==> src/rtl/sd_dac_pkg.sv <==
// sd_dac_pkg: shared CIC/PCM constants and width helpers for the PDM decimator.
package sd_dac_pkg;
  localparam int CIC_ORDER = 3;
  localparam int DECIM_DEF = 128;
  localparam int PCM_W     = 16;
  localparam int PCM_MAX   = 32767;
  localparam int PCM_MIN   = -32768;

  function automatic int acc_w(input int decim);
    return 2 + CIC_ORDER * $clog2(decim);
  endfunction

  function automatic int shift_w(input int decim);
    return CIC_ORDER * $clog2(decim) - (PCM_W - 1);
  endfunction
endpackage

==> src/rtl/cic_integrator.sv <==
// cic_integrator: one wrapping CIC integrator stage, advancing on qualified cycles.
module cic_integrator #(
  parameter int W = 23
) (
  input  logic         clk,
  input  logic         reset,
  input  logic         en,
  input  logic [W-1:0] din,
  output logic [W-1:0] acc
);
  always_ff @(posedge clk or posedge reset)
    if (reset) acc <= '0;
    else if (en) acc <= acc + din;
endmodule

==> src/rtl/pdm_cic_decimator.sv <==
// pdm_cic_decimator: 3rd-order CIC decimator turning a 1-bit PDM stream into 16-bit PCM.
// Optional input synchronizer enabled by defining PDM_IN_SYNC_EN.
module pdm_cic_decimator
  import sd_dac_pkg::*;
#(
  parameter int DECIM = DECIM_DEF
) (
  input  logic                    clk,
  input  logic                    reset,
  input  logic                    clk_enable,
  input  logic                    pdm_in,
  output logic signed [PCM_W-1:0] output_data,
  output logic                    ce_out
);
  localparam int ACC_W = acc_w(DECIM);
  localparam int SHIFT = shift_w(DECIM);
  localparam int CNT_W = $clog2(DECIM);
  localparam int SH_W  = ACC_W - SHIFT;

  logic pdm_bit;
`ifdef PDM_IN_SYNC_EN
  logic [1:0] sync;
  always_ff @(posedge clk or posedge reset)
    if (reset) sync <= '0;
    else sync <= {sync[0], pdm_in};
  assign pdm_bit = sync[1];
`else
  assign pdm_bit = pdm_in;
`endif

  logic [ACC_W-1:0] x, i1, i2, i3;
  assign x = pdm_bit ? ACC_W'(1) : '1;

  cic_integrator #(.W(ACC_W)) u_int1 (.clk(clk), .reset(reset), .en(clk_enable), .din(x),  .acc(i1));
  cic_integrator #(.W(ACC_W)) u_int2 (.clk(clk), .reset(reset), .en(clk_enable), .din(i1), .acc(i2));
  cic_integrator #(.W(ACC_W)) u_int3 (.clk(clk), .reset(reset), .en(clk_enable), .din(i2), .acc(i3));

  logic [CNT_W-1:0] cnt;
  logic [1:0]       warm;
  logic             sample_ev, v1, v2;
  logic [ACC_W-1:0] samp, z1, z2, z3, c1, c2, c3, comb;
  logic signed [SH_W-1:0]  sh;
  logic signed [PCM_W-1:0] pcm;

  assign sample_ev = clk_enable && cnt == CNT_W'(DECIM - 1);
  assign c1 = samp - z1;
  assign c2 = c1 - z2;
  assign c3 = c2 - z3;
  assign sh = SH_W'($signed(comb) >>> SHIFT);

  always_comb
    pcm = sh > $signed(SH_W'(PCM_MAX)) ? PCM_W'(PCM_MAX) :
          sh < $signed(SH_W'(PCM_MIN)) ? PCM_W'(PCM_MIN) : sh[PCM_W-1:0];

  // ce_out self-clears every clk so the strobe stays one cycle even if clk_enable drops
  always_ff @(posedge clk or posedge reset)
    if (reset) begin
      cnt         <= '0;
      warm        <= '0;
      v1          <= 1'b0;
      v2          <= 1'b0;
      samp        <= '0;
      z1          <= '0;
      z2          <= '0;
      z3          <= '0;
      comb        <= '0;
      output_data <= '0;
      ce_out      <= 1'b0;
    end else begin
      ce_out <= 1'b0;
      if (clk_enable) begin
        cnt <= cnt + 1'b1;
        v1  <= sample_ev;
        v2  <= v1;
        if (sample_ev) samp <= i3;
        if (v1) begin
          z1   <= samp;
          z2   <= c1;
          z3   <= c2;
          comb <= c3;
        end
        if (v2 && warm == 2'd3) begin
          output_data <= pcm;
          ce_out      <= 1'b1;
        end else if (v2) warm <= warm + 1'b1;
      end
    end
endmodule

==> config.mk <==
export PLATFORM = sky130hd
export DESIGN_NAME = pdm_cic_decimator
export DESIGN_NICKNAME = d
export VERILOG_FILES = /design/src/rtl/sd_dac_pkg.sv /design/src/rtl/cic_integrator.sv /design/src/rtl/pdm_cic_decimator.sv
export SDC_FILE = /design/constraint.sdc
export NUM_CORES = 1
export LEC_CHECK = 0
export BUFFER_PORTS_ARGS = -buffer_cell sky130_fd_sc_hd__buf_2
export CAP_MARGIN = 0
export CORE_MARGIN = 10
export CORE_UTILIZATION = 30
export CTS_CLUSTER_SIZE = 25
export DETAILED_ROUTE_END_ITERATION = 10
export GPL_TIMING_DRIVEN = 0
export MAX_ROUTING_LAYER = met4
export PLACE_DENSITY = 0.57
export RECOVER_POWER = 25
export SETUP_SLACK_MARGIN = 0.3
export SYNTH_ARGS = -nofsm -noshare
export SYNTH_HDL_FRONTEND = slang
export SYNTH_SLANG_ARGS = --single-unit
==> constraint.sdc <==
create_clock -name clk -period 5.7 [get_ports clk]
set_input_delay 0.285 -clock clk [delete_from_list [all_inputs] [get_ports clk]]
set_output_delay 0.285 -clock clk [all_outputs]
set_load 0.02 [all_outputs]
==> Yosys cells after proc, flatten, opt, wreduce, memory -nomap -nowiden <==
Cells that the tools add are included.
{ "word_totals": {"register_bits": 212, "out_inout_bits": 17, "word_cells": 38} }
{ "classes": {"add_sub_neg": 8, "magnitude_cmp": 2, "n_eq_ne": 2, "n_mux": 5, "bitwise_logic": 1, "reduce_logical": 6} }
{ "ops": {"columns": ["op", "count"], "rows": [
  ["23-bit adder", 3],
  ["23-bit subtractor", 3],
  ["16-bit two-way mux", 2],
  ["23-bit two-way mux", 1],
  ["17-bit by 16-bit > comparator with 1-bit output (second input constant)", 1],
  ["17-bit by 16-bit less-than comparator with 1-bit output (second input constant)", 1],
  ["7-bit by 1-bit adder with 7-bit output (second input constant)", 1],
  ["7-bit == test (second input constant)", 1],
  ["2-bit AND reduction", 3],
  ["3-bit AND reduction", 1],
  ["2-bit by 1-bit adder with 2-bit output (second input constant)", 1],
  ["2-bit == test (second input constant)", 1],
  ["1-bit logical AND", 2],
  ["1-bit two-way mux", 2],
  ["1-bit NOT", 1]
]} }

==> Logic depth before layout (Yosys ltp) <==
{ "logic_depth": {"depth_word": 4, "mapped_depth": 31, "mapped_depth_nobuf": 31} }

==> Modules after synthesis <==
From an unflattened synthesis, not the netlist that was laid out.
{ "unflattened": {"hier_cells": 1676, "area_unflattened_um2": 14681.6} }
{ "by_module_without_submodules": {"columns": ["mod", "instances", "cells_each", "area_each_um2"], "rows": [
  ["pdm_cic_decimator", 1, 939, 8381.8],
  ["cic_integrator (u_int2 ...)", 2, 246, 2105.8],
  ["cic_integrator (u_int1)", 1, 245, 2088.3]
]} }

==> Least setup slack after synthesis <==
OpenSTA, ideal clock, no wires.
{ "synth_timing": {"path_kind": "reg-to-reg", "start": "register samp[0]", "end": "register comb[22]", "setup_time_ns": 0.129, "arrival_time_ns": 5.655, "t_required_ns": 5.571, "path_slack_ns": -0.084, "stages_incl_launch_ff": 32, "n_path_buf": 0, "synth_period_minus_slack_ns": 5.784, "path_cell_list": "dfrtp_1 > inv_1 > ha_1 > inv_1 > fa_1 > a211oi_1 > o21bai_1 > a31o_2 > a21oi_1 > o21bai_1 > a21oi_1 > o21ai_0 > xor2_1 > ha_1 > a21o_1 > a21oi_1 > nand2_1 > o31a_1 > o31a_1 > nor2b_1 > nor2_1 > xnor2_1 > ha_1 > inv_1 > o21bai_1 > a21o_1 > a2111oi_0 > o21ai_0 > a2111o_1 > o211ai_1 > nor4_1 > nand3b_1"} }
{ "synth_between": {"elab_chain_len": 3} }
{ "synth_lines": {"columns": ["item", "line", "text"], "rows": [
  ["start, declared", "pdm_cic_decimator.sv:41", "logic [ACC_W-1:0] samp, z1, z2, z3, c1, c2, c3, comb;"],
  ["start signal, assigned", "pdm_cic_decimator.sv:75", "if (sample_ev) samp <= i3;"],
  ["23-bit subtractor", "pdm_cic_decimator.sv:46", "assign c1 = samp - z1;"],
  ["via c1[12]", "pdm_cic_decimator.sv:41", null],
  ["23-bit subtractor", "pdm_cic_decimator.sv:47", "assign c2 = c1 - z2;"],
  ["via c2[15]", "pdm_cic_decimator.sv:41", null],
  ["23-bit subtractor", "pdm_cic_decimator.sv:48", "assign c3 = c2 - z3;"],
  ["end signal, assigned", "pdm_cic_decimator.sv:66", "comb <= '0;"],
  ["end signal, assigned", "pdm_cic_decimator.sv:80", "comb <= c3;"],
  ["end, declared", "pdm_cic_decimator.sv:41", null]
]} }
The timed path passes the listed nets, and every way through them passes these cells.
A chain may end at the register's enable or synchronous reset.

==> Worst setup path after layout <==
Same ends and word-level chain as after synthesis.

==> summary.md <==
| Metric | Value |
|---|---|
| Result of the run | `complete, but fails checks` |
| Violated checks | `capacitance limit, slew limit, setup timing` |
| Critical path capture point type | `flip-flop` |
| Unrepaired setup endpoints after global routing | `true` |
| Net Sw Power | `3200 µW` |
| Adder-cell share of the synthesized area | `0.126` |
| Remaining global-route overflow | `0` |
| H-Tree Depth | `1` |
| TritonCTS buffer count | `25` |
| Initial cell density of the core | `0.302` |
| Wire length of the first global-routing pass | `52900 µm` |
| Portion of total power attributed to combinational logic | `0.527` |
| Critical-path top delay cell | `sky130_fd_sc_hd__dfrtp_1` |
| N_diodes | `0` |
| Number of global-route vias before repair | `10588` |
| Final critical-path share of the clock period | `1.02` |
| Remaining antenna violation count after routing | `0` |
| Worst-case vdd ir drop | `330 µV` |
| Number of failing hold endpoints at the final stage | `0` |
| Post-DP HPWL | `23500 µm` |
| Critical setup path kind | `flip-flop to flip-flop` |
| F_max | `173 MHz` |
| Maximum fanout along the worst path | `5` |
| Required time of the critical path | `6.10 ns` |
| Number of iterations in the first detailed-routing pass | `4` |
| Worst slack on hold paths | `0.255 ns` |
| Initial antenna violation count | `0` |
| Simple-gate share of the synthesized area | `0.121` |
| Width of the die | `236 µm` |
| Wire length per cell | `14.4 µm` |
| Footprint of the multi-input gates | `8440 µm²` |
| Portion of total power attributed to sequential cells | `0.261` |
| Mapped Cells | `1467` |
| Mapped Area | `14000 µm²` |
| Count of filler cells inserted in the layout | `4683` |
| Ports placed on the boundary | `21` |
| Synth Area per Inst | `9.55 µm²` |
| Core Region | `46400 µm²` |
| Clk Latency, worst-skew pair | `0.56 ns` |
| Routability congestion estimate | `0.886` |
| Sw Share | `0.394` |
| Pwr per Cell Area | `505 nW/µm²` |
| Worst Setup Start Kind | `flip-flop` |
| Leakage | `0.00725 µW` |
| Number of buffers inserted by port buffering | `19` |
| Post-layout minimum cycle time | `5.80 ns` |
| Data arrival time of the critical path | `6.20 ns` |
| Setup slack after layout | `-0.0965 ns` |
| Detailed-route via count | `10654` |
| Total Negative Setup Slacks | `-0.0965 ns` |
| Register bit count reported by yosys | `206` |
| Top FF cell, synth | `sky130_fd_sc_hd__dfrtp_1` |
| Worst slew margin relative to its limit | `-0.245` |
| DRT Wirelength | `31000 µm` |
| Clock buffer depth | `3` |
| Cell-internal power | `4920 µW` |
| Fraction of the yosys area taken by sequential cells | `0.368` |
| Synthesized netlist net count | `1608` |
| Relative area change from synthesis to final layout | `14.7%` |
| Area taken by flip-flops and latches | `5150 µm²` |
| Clock Pin Slew Worst Setup and Hold Paths | `0.06 ns` |
| Measured slew at the worst slew-check pin | `1.87 ns` |
| Drc violations | `0` |
| Violation count after the first detailed-routing iteration | `603` |
| CTS root buf | `sky130_fd_sc_hd__clkbuf_16` |
| Part of the total power dissipated in the clock network | `0.212` |
| Global Route Usage Sum | `0.113` |
| Die height | `236 µm` |
| Share of synthesized registers carrying an async set or reset | `1.00` |
| CP peak stage delay | `0.39 ns` |
| Xor/xnor cell area share of the yosys netlist | `0.0650` |
| Unique masters post-synth | `68` |
| Max Clock Skew | `0.0311 ns` |
| Worst min-delay path class | `primary input to flip-flop` |
| Via density per instance | `4.93` |
| Count of max-cap constraint violations | `2` |
| Overall power after layout | `8120 µW` |
| Fin nets | `1675` |
| Placement Setup Slack | `-0.445 ns` |
| Multiplexer share of the synthesized area | `0.0979` |
| Number of enable flip-flop cells after synthesis | `0` |
| Largest family of logic cells by synthesized area | `compound AO/OA/AOI/OAI gates` |
| Number of clock sinks seen by CTS | `206` |
| Area fraction in compound gates after synthesis | `0.183` |
| Total die area | `55800 µm²` |
| TritonCTS clock tree | `done` |
| Pin count of the biggest net entering global routing | `43` |
| Pins Over Slew Limit | `74` |
| Fraction of layout instances using a drive strength above 1 | `0.151` |
| Number of setup violations in the final report | `1` |
| Site Rows | `79` |
| Yosys warns | `0` |
-- worst max-delay path: cells and delay by family, from the launching register on --
| family | cells | cell delay, ns |
|---|---|---|
| buffers and inverters | 4 | 0.39 |
| flip-flops | 1 | 0.39 |
| adder cells (fa/ha/maj) | 4 | 1.15 |
| AO/OA/AOI/OAI | 12 | 1.83 |
| XOR/XNOR | 2 | 0.34 |
| AND/OR/NAND/NOR | 7 | 1.53 |
-- timing repair --
item / CTS / global route
buffers inserted: 9 / 6
gates cloned: 0 / 0
setup endpoints to repair: 10 / 9
resized for setup: 12 / 13
pin swaps: 8 / 8
endpoints found under the hold margin: 34 / 0
hold buffers: 1 / 0
-- path summary, 6_finish.rpt --
kind                       depth (start not counted)               to  slack [ns]            from
hold / removal                                     5   u_int1.acc[22]        0.25          pdm_in
setup reg to reg                                  29         comb[22]        -0.1         samp[0]
max in group asynchronous                          4   output_data[2]        2.69           reset
min in group asynchronous                          3  output_data[14]        0.67           reset
setup / recovery                                  29         comb[22]        -0.1         samp[0]
hold reg to reg                                    2   output_data[0]        0.47  output_data[0]
-- kinds of logic (layout without fill, tap and decap cells) --
family | after synthesis | after routing
AND/OR/NAND/NOR | 358 | 358
buffers and inverters | 146 | 231
flip-flops | 206 | 206
multiplexers | 122 | 122
AO/OA/AOI/OAI | 393 | 393
adder cells (fa/ha/maj) | 138 | 138
XOR/XNOR | 104 | 104
-- layout make-up --
cell class                 count  share of cell area
tap                          607              0.0472
sequential                   206               0.321
clock buffer                  33              0.0439
buffer                        39             0.00911
timing repair buffer          40              0.0174
multi-input combinational   1115               0.525
clock inverter                12              0.0117
inverter                     107              0.0251
-- through the flow --
step	utilization	instances	instance area, µm²
floorplan	-	1467	14000
global placement	0.321	2093	14900
detailed placement	0.323	2098	15000
CTS	0.345	2153	16000
global route	0.347	2159	16100
finish	0.347	2159	16100
-- cell usage after synthesis, drive strengths merged (5+ instances only) --
library cell	n	area share
a211o	7	0.0044
a211oi	17	0.0095
a21boi	8	0.0043
a21o	43	0.023
a21oi	93	0.034
a221oi	6	0.0037
a31o	5	0.0031
a31oi	11	0.0049
and2	7	0.0031
and3	9	0.0040
clkbuf	36	0.0096
dfrtp	206	0.37
fa	5	0.0071
ha	132	0.12
inv	107	0.029
mux2	121	0.097
nand2	134	0.036
nand2b	11	0.0049
nand3	26	0.0093
nand3b	5	0.0027
nand4	7	0.0031
nor2	75	0.020
nor2b	17	0.0076
nor3	27	0.010
nor4	6	0.0027
o211ai	5	0.0027
o21a	28	0.015
o21ai	102	0.036
o21bai	12	0.0064
o31ai	18	0.0096
or2	7	0.0031
or3	12	0.0054
xnor2	76	0.048
xor2	28	0.018
-- power by group through the flow --
stage	sequential, µW	combinational [µW]	clock (µW)
5_1_grt	2180	4840	1820
6_report	2120	4280	1720
3_5_place_dp	2150	4130	0
2_1_floorplan	2040	3450	0
4_1_cts	2120	4230	1780
3_3_place_gp	2140	4020	0
-- routing by layer --
metal,track usage,up-vias,part of all wire,wire [µm]
li1,-,5438,-,-
met1,0.143,5062,0.48,14900
met2,0.188,114,0.47,14600
met3,0.0164,40,0.026,808
met4,0.0284,0,0.023,718
met5,-,-,0,0
-- layout by cell type, fill, tap and decap left out, drive strengths merged, types with 17 or more instances in the layout --
master	Yosys	layout
a211oi	17	17
a21o	43	43
a21oi	93	93
buf	3	33
clkbuf	36	78
dfrtp	206	206
ha	132	132
inv	107	108
mux2	121	121
nand2	134	134
nand3	26	26
nor2	75	75
nor2b	17	17
nor3	27	27
o21a	28	28
o21ai	102	102
o31ai	18	18
xnor2	76	76
xor2	28	28
-- state kept, by name, indices dropped and copies added (netlist names) --
name         count
output_data     16
cnt              7
ce_out           1
z3              23
samp            23
z2              23
v2               1
u_int1.acc      23
v1               1
comb            17
warm             2
u_int3.acc      23
z1              23
u_int2.acc      23
No activity file was read; power rests on OpenSTA's default activity.
